<file path="config.mk">
export PLATFORM = sky130hd
export DESIGN_NAME = segment_7
export DESIGN_NICKNAME = d
export VERILOG_FILES = /design/src/rtl/segment_7.sv
export SDC_FILE = /design/constraint.sdc
export NUM_CORES = 1
export LEC_CHECK = 0
export BUFFER_PORTS_ARGS = -buffer_cell sky130_fd_sc_hd__buf_2
export CORE_AREA = 2 2 39 41
export CTS_BUF_LIST = sky130_fd_sc_hd__clkbuf_8
export DETAILED_ROUTE_END_ITERATION = 16
export DIE_AREA = 0 0 41 43
export GPL_TIMING_DRIVEN = 1
export PLACE_DENSITY = 0.66
export SLEW_MARGIN = 10
export SYNTH_ARGS = -nofsm -noshare
export SYNTH_HDL_FRONTEND = slang
export SYNTH_SLANG_ARGS = --single-unit
</file>
<file path="constraint.sdc">
create_clock -name clk -period 1.8 [get_ports clk]
set_input_delay 0.09 -clock clk [delete_from_list [all_inputs] [get_ports clk]]
set_output_delay 0.09 -clock clk [all_outputs]
set_load 0.01 [all_outputs]
</file>
<file path="src/rtl/segment_7.sv">
// segment_7: registered binary-to-seven-segment decoder for one display digit.
//
// Parameters:
//   ACTIVE_LOW  0 = lit segment driven 1 (common cathode); 1 = all outputs inverted
//   HEX_MODE    0 = codes 10-15 blank the digit; 1 = codes 10-15 show A b C d E F
//
// Ports:
//   clk    in   1  system clock, rising edge
//   rst    in   1  synchronous active-high reset, drives outputs to all-off
//   num    in   4  digit code 0-15
//   dp_in  in   1  decimal-point request (1 = lit)
//   seg7   out  7  segment drive, bit order {g,f,e,d,c,b,a}
//   dp     out  1  decimal-point drive
module segment_7 #(
  parameter bit ACTIVE_LOW = 1'b0,
  parameter bit HEX_MODE   = 1'b0
) (
  input  logic       clk,
  input  logic       rst,
  input  logic [3:0] num,
  input  logic       dp_in,
  output logic [6:0] seg7,
  output logic       dp
);

  localparam int unsigned SEG_W = 7;

  // Active-high glyphs, bit order {g,f,e,d,c,b,a}
  localparam logic [SEG_W-1:0] GLYPH_0     = 7'h3F;
  localparam logic [SEG_W-1:0] GLYPH_1     = 7'h06;
  localparam logic [SEG_W-1:0] GLYPH_2     = 7'h5B;
  localparam logic [SEG_W-1:0] GLYPH_3     = 7'h4F;
  localparam logic [SEG_W-1:0] GLYPH_4     = 7'h66;
  localparam logic [SEG_W-1:0] GLYPH_5     = 7'h6D;
  localparam logic [SEG_W-1:0] GLYPH_6     = 7'h7D;
  localparam logic [SEG_W-1:0] GLYPH_7     = 7'h07;
  localparam logic [SEG_W-1:0] GLYPH_8     = 7'h7F;
  localparam logic [SEG_W-1:0] GLYPH_9     = 7'h6F;
  localparam logic [SEG_W-1:0] GLYPH_A     = 7'h77;
  localparam logic [SEG_W-1:0] GLYPH_B     = 7'h7C;
  localparam logic [SEG_W-1:0] GLYPH_C     = 7'h39;
  localparam logic [SEG_W-1:0] GLYPH_D     = 7'h5E;
  localparam logic [SEG_W-1:0] GLYPH_E     = 7'h79;
  localparam logic [SEG_W-1:0] GLYPH_F     = 7'h71;
  localparam logic [SEG_W-1:0] GLYPH_BLANK = 7'h00;

  // Polarity mask applied to both seg7 and dp at the register input
  localparam logic [SEG_W-1:0] POL_MASK = {SEG_W{ACTIVE_LOW}};
  localparam logic [SEG_W-1:0] SEG_OFF  = GLYPH_BLANK ^ POL_MASK;
  localparam logic             DP_OFF   = ACTIVE_LOW;

  logic [SEG_W-1:0] glyph_c;

  // Full decode of all 16 codes; hex codes either blank or show letters
  always_comb begin
    glyph_c = GLYPH_BLANK;
    unique case (num)
      4'd0:  glyph_c = GLYPH_0;
      4'd1:  glyph_c = GLYPH_1;
      4'd2:  glyph_c = GLYPH_2;
      4'd3:  glyph_c = GLYPH_3;
      4'd4:  glyph_c = GLYPH_4;
      4'd5:  glyph_c = GLYPH_5;
      4'd6:  glyph_c = GLYPH_6;
      4'd7:  glyph_c = GLYPH_7;
      4'd8:  glyph_c = GLYPH_8;
      4'd9:  glyph_c = GLYPH_9;
      4'd10: glyph_c = HEX_MODE ? GLYPH_A : GLYPH_BLANK;
      4'd11: glyph_c = HEX_MODE ? GLYPH_B : GLYPH_BLANK;
      4'd12: glyph_c = HEX_MODE ? GLYPH_C : GLYPH_BLANK;
      4'd13: glyph_c = HEX_MODE ? GLYPH_D : GLYPH_BLANK;
      4'd14: glyph_c = HEX_MODE ? GLYPH_E : GLYPH_BLANK;
      4'd15: glyph_c = HEX_MODE ? GLYPH_F : GLYPH_BLANK;
      default: glyph_c = GLYPH_BLANK;
    endcase
  end

  // Output register; reset wins over any input change at the same edge
  always_ff @(posedge clk) begin
    if (rst) begin
      seg7 <= SEG_OFF;
      dp   <= DP_OFF;
    end else begin
      seg7 <= glyph_c ^ POL_MASK;
      dp   <= dp_in ^ ACTIVE_LOW;
    end
  end

endmodule

</file>
# After elaboration in Yosys (flattened, before gate mapping)
# Memory sizes are Yosys's and may differ from the RTL's. A register that Yosys moved wholly into a read port is not among the register bits.
# Cells that the tools add are included.
dict set report word_totals {
  latchBits 0
  romBits 112
  register_bits 1
  output_inout_bits 8
  in_bits 7
  mem_bits_rw 0
  n_memories 1
  wordCells 2
}
# memory depth word_bits rd rd_clocked_by_memory_dff wr line_no
set memory_table {}
lappend memory_table {{(name not given)} 16 7 1 1 0 57} ;# unique case (num)
dict set report classes {
  mul 0
  eq_ne 0
  n_div 0
  n_reduce_logical 0
  muxes 0
  bitwise 0
  n_shift 0
  n_lt_le_gt_ge 0
  addsub 0
}

# Logic depth before layout (Yosys ltp)
dict set report depth {
  word_depth 0
  ltp_mapped 5
  depth_no_buf 5
}

# Least setup slack after synthesis
# Ideal clock, no wire load.
dict set report synth_timing {
  path_kind {input -> register}
  start {input num[1]}
  end {register seg7[0]}
  n_path_buf 0
  required_time_ns 1.713
  stages 5
  path_slack_ns 0.971
  setup_time_ns 0.087
  arrival_time_ns 0.742
  path_cell_list {inv_1 ha_1 or2_1 a21o_1 o31ai_1}
}
# item line_no
set synth_rtl {}
lappend synth_rtl {{from (decl)} 20} ;# input logic [3:0] num,
lappend synth_rtl {{to (decl)} 22} ;# output logic [6:0] seg7,

==> key figures <==
Status
  • Run status: finished clean

Timing
  • Tcrit/Tclk final: 0.4920
  • Final min period: 0.8856 ns
  • Setup-failing EPs final: 0
  • Sum Neg Setup Slack: 0 ns
  • Fmax: 1129 MHz
  • Fin. Hold Viols: 0
  • Worst slew margin: 0.8835
  • Final Max Slew Viols: 0
  • Slew @ Worst Pin: 0.1733 ns
  • RSZ-0062 raised after global routing: false

Die
  • Die height: 43 µm
  • # rows: 14
  • Core region area: 1384 µm²
  • Die ar.: 1763 µm²
  • Ports: 15
  • Die boundary width: 41 µm
  • Initial Util: 0.3011

Global route
  • Pin count of the biggest net entering global routing: 10
  • Global route total overflow: 0
  • First-pass GRT wire length: 1007 µm
  • GRT Util Overall: 0.08635
  • Vias in the first global route: 258
  • Initial antenna violation count: 0

Route
  • DRC violations left: 0
  • DR WL/cell: 9.274 µm
  • Iter 0 DRT Violations: 7
  • Via count: 312
  • Vias per inst: 4.274
  • DRT antenna net count: 0
  • Pre-antenna DRT Iters: 4
  • Detailed Route WL: 677 µm

Worst setup path
  • CP required: 1.94 ns
  • Largest delay share family, worst path: buffers and inverters
  • Critical path launch point type: primary input
  • Worst setup EP type: register
  • Crit path DAT: 1.02 ns
  • Largest fanout on the critical path: 7
  • CP Cell Sequence: buf_2, inv_1, ha_1, or2_1, a21o_1, o31ai_1
  • CP Depth: 6
  • Crit Path Class: in2reg
  • Crit-path max cell delay: 0.22 ns
  • WP buf/inv: 2
  • Slowest-stage cell, CP: or2_1

Power
  • VDD IR max: 0.2576 mV
  • LEAKAGE: 0.2647 nW
  • Power density cells: 879.1 nW/µm²
  • Total design power: 0.0004675 W

Placed design
  • Placer Congestion: 0.7875
  • Placed cell area: 490.5 µm²
  • Port bufs: 14

Layout
  • Design Area, Final: 531.8 µm²
  • Area Overhead vs Synth: 27.63%
  • FF+latch area: 160.2 µm²
  • Ant diodes: 0
  • Filler cell count: 136
  • Most common cell after layout, fill and taps aside: buf_2
  • Layout Nets: 72
  • Layout cells sized above 1: 0.3333
  • Commonest non-fill, non-tap cells in the layout: 14 x buf_2, 8 x dfxtp_1, 6 x ha_1
  • Area of the multi-input gates: 232.7 µm²

Worst hold path
  • Hold Crit Class: in2reg
  • Worst Min Path Start: dp_in
  • Hold path depth: 2
  • Hold Path End: dp

Logic synthesis
  • Post-Synth Adder-Cell Area: 0.1802
  • Syn Nets: 55
  • Post-Syn Area: 416.7 µm²
  • Seq cells post-synth: 8
  • Multiplexer area fraction after synthesis: 0.02402
  • Area leader, netlist: dfxtp_1
  • Simple-gate share of the synthesized area: 0.2162
  • Synth Area in XOR/XNOR: 0.02102
  • Synth Area per Inst: 9.920 µm²
  • Netlist cell types: 18
  • Area share of the largest cell type after synthesis: 0.3844
  • Post-synthesis compound-gate area fraction: 0.1171
  • Seq/Total Area, Yosys: 0.3844
  • Yosys warns: 0
  • Syn Inst Count: 42
  • Synth area leaders: dfxtp_1 38%, ha_1 18%, nand2b_1 4.5%, nor2b_1 4.5%, o22ai_1 4.5%
  • Largest family of logic cells by synthesized area: simple AND/OR/NAND/NOR gates

CTS
  • Sink Count: 8
  • CTS max path bufs: 2
  • H-tree depth: 1
  • CTS Buf Count: 3
  • Clock Root Buffer: clkbuf_8
  • Hold Buf Count CTS: 0
  • Postcts setup bufs: 0
  • CTS tree: built
  • Clock-pin slew on the worst setup and hold paths: 0.04 ns
  • Post-CTS resize count: 0

Run
  • Max-cap violations: 0
==> stage by stage <==
step                      std cells  hold WS, ns  setup slack, ns    util
after floorplan                  42       0.2182           0.9707       -
after global placement           70       0.3048           0.7217  0.3544
after detailed placement         70       0.3062           0.6929  0.3544
after CTS                        73      0.07662           0.9161  0.3843
after global routing             73      0.08298           0.8519  0.3843
final                            73      0.07878           0.9144  0.3843
==> cell type report <==
cell class,count,area share
sequential,8,0.3012
timing repair buffer,14,0.1318
tap,16,0.03765
multi-input combinational,30,0.4376
clock buffer,3,0.07765
inverter,2,0.01412
==> logic make-up (layout without fill, tap and decap cells) <==
family | Yosys count | count (layout)
adders and majority gates | 6 | 6
buffers and inverters | 4 | 19
xor gates and xnor gates | 1 | 1
AOI/OAI and AO/OA | 8 | 8
and+or+nand+nor | 14 | 14
muxes | 1 | 1
DFF | 8 | 8
==> state kept, by name (all words and copies together) (netlist names) <==
register  cells
seg7          7
dp            1
==> power by group <==
part | total [W] | switching, W | internal, W
sequential | 0.000192 | 0.00000204 | 0.000190
clock | 0.000206 | 0.0000615 | 0.000144
combinational | 0.0000696 | 0.0000372 | 0.0000324
==> worst max-delay path by stage <==
stage	from	end
2_1_floorplan	num[1]	seg7[0]
3_3_place_gp	num[1]	seg7[0]
3_5_place_dp	num[1]	seg7[0]
4_1_cts	num[1]	seg7[0]
5_1_grt	num[1]	seg7[0]
6_report	num[1]	seg7[0]
==> per-layer routing <==
layer,routed length (µm),GRT usage
met1,305,0.09325
met2,337,0.1219
met3,34,0.03141
met4,0,0.08000
met5,0,0
==> synthesized netlist by cell type <==
library cell,n
o22ai_1,3
nor2b_1,3
buf_6,1
nand2b_4,1
nand2b_1,3
mux2i_1,1
inv_1,2
a21oi_1,2
nand2b_2,1
o31ai_1,1
nor2_1,3
ha_1,6
dfxtp_1,8
a21o_1,1
buf_2,1
xnor2_1,1
o21ai_1,1
or2_1,3
No activity file was read; power rests on OpenSTA's default activity.
